<file path="config.mk">
export PLATFORM = sky130hd
export DESIGN_NAME = mp_acc16
export DESIGN_NICKNAME = d
export VERILOG_FILES = /design/src/rtl/mp_acc16_pkg.sv /design/src/rtl/addsubmovneg16a.sv /design/src/rtl/mp_acc16.sv
export SDC_FILE = /design/constraint.sdc
export NUM_CORES = 1
export LEC_CHECK = 0
export BUFFER_PORTS_ARGS = -buffer_cell sky130_fd_sc_hd__buf_2
export CAP_MARGIN = 10
export CORE_MARGIN = 1
export CORE_UTILIZATION = 64
export DETAILED_ROUTE_END_ITERATION = 10
export GPL_ROUTABILITY_DRIVEN = 0
export HOLD_SLACK_MARGIN = 0.03
export PLACE_DENSITY = 0.85
export SLEW_MARGIN = 15
export SYNTH_ARGS = -nofsm -noshare
export SYNTH_HDL_FRONTEND = slang
export SYNTH_SLANG_ARGS = --single-unit
</file>
<file path="constraint.sdc">
create_clock -name clk -period 6 [get_ports clk]
set_input_delay 0 -clock clk [delete_from_list [all_inputs] [get_ports clk]]
set_output_delay 0 -clock clk [all_outputs]
set_load 0.05 [all_outputs]
</file>
<file path="src/rtl/mp_acc16_pkg.sv">
// ---------------------------------------------------------------------------
// mp_acc16_pkg
// Shared definitions for the multi-precision accumulator stage:
//   - datapath widths (word width, accumulator depth, index width)
//   - operation encodings OP_MOV/OP_NEG/OP_ADD/OP_SUB
//   - FSM state encodings ST_IDLE/ST_RUN/ST_DONE
//   - flag bit positions within the {Z,N,C,V} flag vector
//   - adder control payload and the OP -> adder control mapping
// ---------------------------------------------------------------------------
package mp_acc16_pkg;

   localparam int unsigned WORD_W = 16;
   localparam int unsigned NWORDS = 4;
   localparam int unsigned IDX_W  = 2;
   localparam int unsigned OP_W   = 2;
   localparam int unsigned FLAG_W = 4;

   localparam logic [OP_W-1:0] OP_MOV = 2'd0;
   localparam logic [OP_W-1:0] OP_NEG = 2'd1;
   localparam logic [OP_W-1:0] OP_ADD = 2'd2;
   localparam logic [OP_W-1:0] OP_SUB = 2'd3;

   typedef enum logic [1:0] {
      ST_IDLE = 2'd0,
      ST_RUN  = 2'd1,
      ST_DONE = 2'd2
   } state_e;

   localparam int unsigned F_Z = 3;
   localparam int unsigned F_N = 2;
   localparam int unsigned F_C = 1;
   localparam int unsigned F_V = 0;

   // Adder controls: ena selects A (else 0), sub inverts B.
   typedef struct packed {
      logic ena;
      logic sub;
   } add_ctrl_t;

   function automatic add_ctrl_t op_to_ctrl(input logic [OP_W-1:0] op);
      add_ctrl_t ctrl;
      ctrl.ena = (op == OP_ADD) || (op == OP_SUB);
      ctrl.sub = (op == OP_NEG) || (op == OP_SUB);
      return ctrl;
   endfunction

endpackage

</file>
<file path="src/rtl/addsubmovneg16a.sv">
// ---------------------------------------------------------------------------
// addsubmovneg16a
// 16-bit add/sub/mov/neg adder: y = (ena ? a : 0) + (sub ? ~b : b) + ci.
// Ports:
//   a   in  16  A operand (gated by ena)
//   b   in  16  B operand (inverted when sub)
//   ci  in  1   carry in
//   ena in  1   enable A operand
//   sub in  1   invert B operand
//   y   out 16  sum
//   co  out 1   carry out
// ---------------------------------------------------------------------------
module addsubmovneg16a (
   input  logic [15:0] a,
   input  logic [15:0] b,
   input  logic        ci,
   input  logic        ena,
   input  logic        sub,
   output logic [15:0] y,
   output logic        co
);

   localparam int unsigned W = 16;

   logic [W-1:0] a_eff;
   logic [W-1:0] b_eff;
   logic [W:0]   sum;

   assign a_eff = ena ? a : '0;
   assign b_eff = sub ? ~b : b;
   assign sum   = (W+1)'(a_eff) + (W+1)'(b_eff) + (W+1)'(ci);
   assign y     = sum[W-1:0];
   assign co    = sum[W];

endmodule

</file>
<file path="src/rtl/mp_acc16.sv">
// ---------------------------------------------------------------------------
// mp_acc16
// Multi-precision accumulator stage around addsubmovneg16a. Holds a 4x16
// accumulator, processes one 16-bit word per cycle LSW first with the carry
// chained through a register, and reports {Z,N,C,V} for the whole operand.
// Ports:
//   clk      in  1   system clock
//   rstn     in  1   asynchronous active-low reset
//   start    in  1   begin an operation (sampled in IDLE only)
//   op       in  2   0 MOV, 1 NEG, 2 ADD, 3 SUB
//   words    in  2   operand length in words minus 1
//   din      in  16  B operand word
//   din_vld  in  1   din valid
//   din_rdy  out 1   word accepted when din_vld is high
//   raddr    in  2   accumulator readback select
//   rdata    out 16  combinational ACC[raddr]
//   busy     out 1   not in IDLE
//   flg_vld  out 1   one-cycle pulse when flags update
//   flags    out 4   {Z,N,C,V}, held between operations
// ---------------------------------------------------------------------------
module mp_acc16
   import mp_acc16_pkg::*;
(
   input  logic              clk,
   input  logic              rstn,
   input  logic              start,
   input  logic [OP_W-1:0]   op,
   input  logic [IDX_W-1:0]  words,
   input  logic [WORD_W-1:0] din,
   input  logic              din_vld,
   output logic              din_rdy,
   input  logic [IDX_W-1:0]  raddr,
   output logic [WORD_W-1:0] rdata,
   output logic              busy,
   output logic              flg_vld,
   output logic [FLAG_W-1:0] flags
);

   state_e              state_q;
   state_e              state_d;

   logic [WORD_W-1:0]   acc_q [NWORDS];
   add_ctrl_t           ctrl_q;
   logic [IDX_W-1:0]    last_q;
   logic [IDX_W-1:0]    idx_q;
   logic                carry_q;
   logic                zacc_q;

   logic                din_rdy_q;
   logic                busy_q;
   logic                flg_vld_q;
   logic [FLAG_W-1:0]   flags_q;

   logic                din_rdy_d;
   logic                busy_d;
   logic                flg_vld_d;
   logic [FLAG_W-1:0]   flags_d;

   logic                start_c;
   logic                take_c;
   logic                last_c;
   logic [WORD_W-1:0]   a_c;
   logic [WORD_W-1:0]   y_c;
   logic                co_c;
   logic                a_msb_c;
   logic                b_msb_c;

   // Handshake decode: start only counts in IDLE, words only in RUN.
   assign start_c = (state_q == ST_IDLE) && start;
   assign take_c  = (state_q == ST_RUN) && din_vld;
   assign last_c  = take_c && (idx_q == last_q);

   assign a_c = acc_q[idx_q];

   // CI comes from the carry register only; CO never loops back in-cycle.
   addsubmovneg16a u_add (
      .a   (a_c),
      .b   (din),
      .ci  (carry_q),
      .ena (ctrl_q.ena),
      .sub (ctrl_q.sub),
      .y   (y_c),
      .co  (co_c)
   );

   // Sign bits of the effective adder operands, used for overflow.
   assign a_msb_c = ctrl_q.ena & a_c[WORD_W-1];
   assign b_msb_c = ctrl_q.sub ^ din[WORD_W-1];

   // State register.
   always_ff @(posedge clk or negedge rstn) begin
      if (!rstn) begin
         state_q <= ST_IDLE;
      end else begin
         state_q <= state_d;
      end
   end

   // Next-state logic.
   always_comb begin
      state_d = state_q;
      case (state_q)
         ST_IDLE: if (start_c) state_d = ST_RUN;
         ST_RUN:  if (last_c)  state_d = ST_DONE;
         ST_DONE: state_d = ST_IDLE;
         default: state_d = ST_IDLE;
      endcase
   end

   // Output logic: next values of the registered outputs.
   always_comb begin
      din_rdy_d = (state_d == ST_RUN);
      busy_d    = (state_d != ST_IDLE);
      flg_vld_d = (state_d == ST_DONE);
      flags_d   = flags_q;
      if (last_c) begin
         flags_d[F_Z] = zacc_q & (y_c == '0);
         flags_d[F_N] = y_c[WORD_W-1];
         flags_d[F_C] = co_c;
         flags_d[F_V] = (a_msb_c == b_msb_c) & (y_c[WORD_W-1] != b_msb_c);
      end
   end

   // Registered outputs.
   always_ff @(posedge clk or negedge rstn) begin
      if (!rstn) begin
         din_rdy_q <= 1'b0;
         busy_q    <= 1'b0;
         flg_vld_q <= 1'b0;
         flags_q   <= '0;
      end else begin
         din_rdy_q <= din_rdy_d;
         busy_q    <= busy_d;
         flg_vld_q <= flg_vld_d;
         flags_q   <= flags_d;
      end
   end

   // Operation context and inter-word state.
   always_ff @(posedge clk or negedge rstn) begin
      if (!rstn) begin
         ctrl_q  <= '0;
         last_q  <= '0;
         idx_q   <= '0;
         carry_q <= 1'b0;
         zacc_q  <= 1'b0;
      end else if (start_c) begin
         ctrl_q  <= op_to_ctrl(op);
         last_q  <= words;
         idx_q   <= '0;
         carry_q <= op_to_ctrl(op).sub;
         zacc_q  <= 1'b1;
      end else if (take_c) begin
         carry_q <= co_c;
         zacc_q  <= zacc_q & (y_c == '0);
         // Hold idx on the last word so it never wraps.
         if (!last_c) idx_q <= idx_q + IDX_W'(1);
      end
   end

   // Accumulator register file; words above the last index are untouched.
   always_ff @(posedge clk or negedge rstn) begin
      if (!rstn) begin
         for (int i = 0; i < NWORDS; i++) acc_q[i] <= '0;
      end else if (take_c) begin
         acc_q[idx_q] <= y_c;
      end
   end

   assign rdata   = acc_q[raddr];
   assign din_rdy = din_rdy_q;
   assign busy    = busy_q;
   assign flg_vld = flg_vld_q;
   assign flags   = flags_q;

endmodule
</file>
# Yosys cells after proc, flatten, opt, wreduce, memory -nomap -nowiden
# Cells that the tools add are included.
op_classes:
  mul: 0
  reduce_logical: 11
  div: 0
  n_lt_le_gt_ge: 3
  n_eq_ne: 10
  bitwise_logic: 7
  shifts: 0
  addsub: 3
  muxes: 21
ops:
  columns: ["op", "n"]
  rows:
  - ["2-to-1 mux 16 bit", 7]
  - ["binary-select mux 16 bit (select 2 bit)", 2]
  - ["bitwise mux 64 bit", 1]
  - ["demux 16 bit (select 2 bit)", 1]
  - ["adder 16 x 16 -> 17 bit", 1]
  - ["adder 17 x 1 -> 17 bit", 1]
  - ["zero test 16 bit", 1]
  - ["inverter 16 bit", 1]
  - ["2-to-1 mux 2 bit", 5]
  - ["equality test 2 x 1 -> 1 bit (second input constant)", 3]
  - ["equality test 2 bit (second input constant)", 3]
  - [">= comparator 3 bit (second input constant)", 2]
  - ["inverter 2 -> 3 bit", 2]
  - ["logical AND 1 bit", 4]
  - ["2-to-1 mux 1 bit", 4]
  - ["one-hot mux 2 bit (2 select lines)", 1]
  - ["nonzero test 2 bit", 2]
  - ["AND 1 bit", 3]
  - ["less-than comparator 3 x 1 -> 1 bit (second input constant)", 1]
  - ["adder 2 x 1 -> 2 bit (second input constant)", 1]
  - ["equality test 2 bit", 1]
  - ["zero test 2 bit", 1]
  - ["logical OR 1 bit", 2]
  - ["inequality test 2 bit (second input constant)", 1]
  - ["other kinds (4)", 4]
word_totals:
  inputBits: 26
  ramBits: 0
  mem_count: 0
  romBits: 0
  latchBits: 0
  regBits: 81
  word_cells: 70

# Depth between registers and ports, before layout
depth:
  word_depth: 11
  mapped_depth: 12
  ltp_nobuf: 11

# Cells and area by module
# From an unflattened synthesis, not the netlist that was laid out.
hier_totals:
  hier_cells: 383
  area_unflattened_um2: 5106.1
by_module_without_submodules:
  columns: ["module", "seq_area_each_um2", "area_per_inst_um2", "cells_per_inst", "n_inst"]
  rows:
  - ["mp_acc16", 2026.9, 4095.2, 248, 1]
  - ["addsubmovneg16a", 0.0, 1011.0, 135, 1]

# Worst setup path before layout
# Ideal clock, no wire load.
synth_timing:
  kind: "flip-flop to flip-flop"
  from: "register idx_q[0]"
  to: "register zacc_q"
  setup_time_ps: 134
  arrival_time_ps: 3551
  n_path_buf: 1
  stages_incl_launch_ff: 13
  setup_slack_ps: 2315
  synth_period_minus_slack_ps: 3685
  cell_sequence: "dfrtp_1 -> buf_2 -> mux4_2 -> and2_1 -> fa_1 -> fa_1 -> a21o_1 -> a41o_1 -> or2_0 -> o41ai_1 -> and4b_1 -> nand4_1 -> o22ai_1"
synth_via:
  elab_chain_cells: 11
synth_rtl:
  columns: ["element", "line_no", "text"]
  rows:
  - ["from (decl)", "mp_acc16.sv:45", "logic [IDX_W-1:0] idx_q;"]
  - ["from (signal assigned)", "mp_acc16.sv:157", "if (!last_c) idx_q <= idx_q + IDX_W'(1);"]
  - ["inverter 2 -> 3 bit (not written as such)", "mp_acc16.sv:73", "assign a_c = acc_q[idx_q];"]
  - ["binary-select mux 16 bit (select 2 bit)", "mp_acc16.sv:73", null]
  - ["2-to-1 mux 16 bit (not written as such) (2 in a row)", "mp_acc16.sv:73", null]
  - ["2-to-1 mux 16 bit", "addsubmovneg16a.sv:29", "assign a_eff = ena ? a : '0;"]
  - ["adder 16 x 16 -> 17 bit", "addsubmovneg16a.sv:31", "assign sum = (W+1)'(a_eff) + (W+1)'(b_eff) + (W+1)'(ci);"]
  - ["adder 17 x 1 -> 17 bit", "addsubmovneg16a.sv:31", null]
  - ["zero test 16 bit", "mp_acc16.sv:155", "zacc_q <= zacc_q & (y_c == '0);"]
  - ["AND 1 bit", "mp_acc16.sv:155", null]
  - ["2-to-1 mux 1 bit", "mp_acc16.sv:153", "end else if (take_c) begin"]
  - ["2-to-1 mux 1 bit", "mp_acc16.sv:147", "end else if (start_c) begin"]
  - ["to (signal assigned)", "mp_acc16.sv:155", null]
  - ["to (decl)", "mp_acc16.sv:47", "logic zacc_q;"]
# Every way passes these cells. The select of a mux whose other input is x is not followed.
# A chain may end at the register's enable or synchronous reset.

# Worst setup path in the final report
layout_timing:
  from: "register ctrl_q[0] in the netlist's numbering"
  to: "register flags_q[3] (netlist: flags[3])"
layout_via:
  elab_chain_cells: 5
layout_rtl:
  columns: ["element", "line_no", "text"]
  rows:
  - ["from (decl)", "mp_acc16.sv:43", "add_ctrl_t ctrl_q;"]
  - ["from (signal assigned)", "mp_acc16.sv:148", "ctrl_q <= op_to_ctrl(op);"]
  - ["2-to-1 mux 16 bit", "addsubmovneg16a.sv:30", "assign b_eff = sub ? ~b : b;"]
  - ["adder 16 x 16 -> 17 bit", "addsubmovneg16a.sv:31", null]
  - ["adder 17 x 1 -> 17 bit", "addsubmovneg16a.sv:31", null]
  - ["zero test 16 bit", "mp_acc16.sv:117", "flags_d[F_Z] = zacc_q & (y_c == '0);"]
  - ["AND 1 bit", "mp_acc16.sv:117", null]
  - ["to (signal assigned)", "mp_acc16.sv:135", "flags_q <= flags_d;"]
  - ["to (decl)", "mp_acc16.sv:52", "logic [FLAG_W-1:0] flags_q;"]
# Every way passes these cells.

==> flow_summary.yaml <==
cells_and_area:
  n_antenna_cell: 0
  final_cell_mix: "dfrtp_1 (81), nand2_1 (72), o21ai_0 (64)"
  ff_latch_area_sq_um: 2030
  syn_to_final_growth_pct: 12.2
  layout_commonest_cell: "dfrtp_1"
  fillers: 481
  drive_gt1_share_pct: 23.6
  multi_input_area_sq_um: 2740
  final_cell_area_sq_um: 5500
  fin_nets: 554
logic_synthesis:
  yosysUniqueCellTypes: 56
  synth_edf_count: 0
  yosysWarningCount: 0
  synthesis.nets: 508
  netlist_instances: 461
  synth_top_area_cell: "dfrtp_1"
  async_reset_ff_share_pct: 100
  ys_ff_latch: 81
  synth_ff_type: "dfrtp_1"
  synth_area_leaders: "dfrtp_1 (41%), mux4_2 (15%), o21ai_0 (6.5%)"
  syn_area_per_cell_sq_um: 10.6
  syn_area_sq_um: 4910
  ys_seq_area_share_pct: 41.3
  synth_top_area_share_pct: 41.3
cts:
  cts.sinks: 81
  clk_latency_ns: 0.36
  clk_pin_slew_ns: 0.08
  cts_tree: "done"
  post_cts_resized: 0
  cts.path.max_buffers: 2
  cts_root_buf: "clkbuf_8"
  htree_levels: 3
  cts_made_buffers: 9
detailed_routing:
  route.final.wire_length_mm: 12.3
  drc: 0
  drt-pass1-iter-count: 5
  drt_iter0_markers: 407
  vias: 3976
  vias_per_cell: 6.51
  wl_per_cell_um: 20.2
  ant_nets: 0
die:
  coreArea_sq_um: 7330
  die_y_um: 89.6
  start_util_pct: 66.9
  rows: 31
  top_level_ports: 49
  dieArea_sq_um: 8020
  dieWidth_um: 89.6
timing:
  min_period_ns: 3.94
  maxSlewHeadroom_pct: 26.5
  period_share_pct: 65.7
  final_hold_viol_count: 0
  clock_skew_ns: 0.00904
  finalSetupViolCount: 0
  max_freq_ghz: 0.254
  drv_slew: 0
  worst_pin_slew_ns: 1.10
  holdWs_ns: 0.196
  worst_slack_ns: 2.06
  final.setup.tns_ns: 0
  rsz0062_at_grt: "no"
grt:
  grt_pass1_vias: 3904
  grt_max_degree: 82
  grt_pass1_wl_mm: 19.6
  grt-ovfl-total: 0
  antenna_found_initial: 0
  globalRouteTotalUtil_pct: 33.6
worst_setup_path:
  r2r-end: "flags[3]"
  path_class: "flip-flop to flip-flop"
  crit_start: "ctrl_q[0]"
  ff2ff_setup_slack_ns: 2.06
  crit_slowest_cell: "dfrtp_1"
  worst-path-max-fanout: 17
  r2r-start: "ctrl_q[0]"
  cp-start-kind: "flip-flop"
  cp.arrival_ns: 4.22
  worstPathRequired_ns: 6.28
  critPathCaptureType: "flip-flop"
  r2r.worst_path.cells: 10
  slowest_delay_ns: 0.93
  crit_chain: "xor2_1 -> fa_1 -> fa_1 -> a21o_1 -> a41o_1 -> o21ai_1 -> a2111oi_0 -> nor3_2 -> nand4_1 -> o21ai_1"
worst_hold_path:
  hp-class: "input port to flip-flop"
  min_to: "flags[0]"
  hold_depth: 4
  min_from: "din[15]"
placed_design:
  dp_hpwl_mm: 8.25
  place_ws_ns: 2.22
  post_dp_cell_area_sq_um: 5220
  io_buffer_count: 48
run_status:
  status: "complete, no violations"
flow_run:
  maxCapViolCount: 0
cells by family (layout without fill, tap and decap cells):
| kind of cell | after synthesis | in the layout | share of synthesized area, % |
|---|---|---|---|
| adder cells (fa/ha/maj) | 21 | 21 | 5.66 |
| multiplexers | 46 | 46 | 17.9 |
| AND/OR/NAND/NOR | 133 | 133 | 12.8 |
| buffers and inverters | 36 | 87 | 2.81 |
| flip-flops | 81 | 81 | 41.3 |
| AO/OA/AOI/OAI | 118 | 118 | 14.9 |
| XOR/XNOR | 26 | 26 | 4.64 |
Yosys cell counts, drive strengths merged (2+ instances only):
cell type	instances
a2111oi	2
a211o	2
a21boi	2
a21o	4
a21oi	15
a31oi	8
and2	18
and3	3
buf	2
clkbuf	22
dfrtp	81
fa	2
ha	19
inv	12
mux2	12
mux2i	2
mux4	32
nand2	72
nand3	5
nand3b	2
nand4	3
nor2	12
nor3	7
o2111a	2
o21a	2
o21ai	67
or2	4
xnor2	5
xor2	21
how the worst max path moves through the flow:
stage	endpoint	slack, ns	depth (start not counted)
6_report	flags[3]	2.06	10
5_1_grt	flags[3]	1.86	10
4_1_cts	flags[3]	2.16	10
3_5_place_dp	flags[3]	2.22	10
3_3_place_gp	zacc_q	2.37	12
2_1_floorplan	zacc_q	2.32	12
registers in the layout, summed over array words and instances, names as in the netlist:
| signal | count |
|---|---|
| busy | 1 |
| last_q | 2 |
| flg_vld | 1 |
| zacc_q | 1 |
| acc_q | 64 |
| idx_q | 2 |
| ctrl_q | 2 |
| state_q | 2 |
| carry_q | 1 |
| flags | 4 |
| din_rdy | 1 |
critical path, delay by kind of cell (launching register included):
family	cells	cell delay, ns
AOI/OAI and AO/OA	5	1.10
DFF	1	0.93
adders and majority gates	2	0.95
xor gates and xnor gates	1	0.19
and+or+nand+nor	2	0.68
repair_timing:
action	4_1_cts	5_1_grt
hold buffers	6	0
hold endpoints to repair	89	0
setup buffers	0	0
final cells by class:
class,instances,share of cell area [%]
clock buffers,15,3.57
repair buffers,59,6.18
well taps,99,2.25
clock inverters,1,0.546
inverters,12,0.818
flip-flops and latches,81,36.8
multi-input cells,344,49.8
stage by stage:
stage               util (%)  std cells
global placement        71.2        589
global route            75.1        611
finish                  75.1        611
detailed placement      71.2        589
CTS                     75.1        611
floorplan                  -        461
per-layer routing:
metal | wire length [um] | GRT usage, %
met5 | 0 | 0
met4 | 424 | 17.0
met3 | 956 | 7.11
met2 | 5850 | 51.9
met1 | 5080 | 45.2
Power is left out: the tool's default activity adds up to more than one toggle a clock period on the data nets, which glitch-free logic cannot reach.
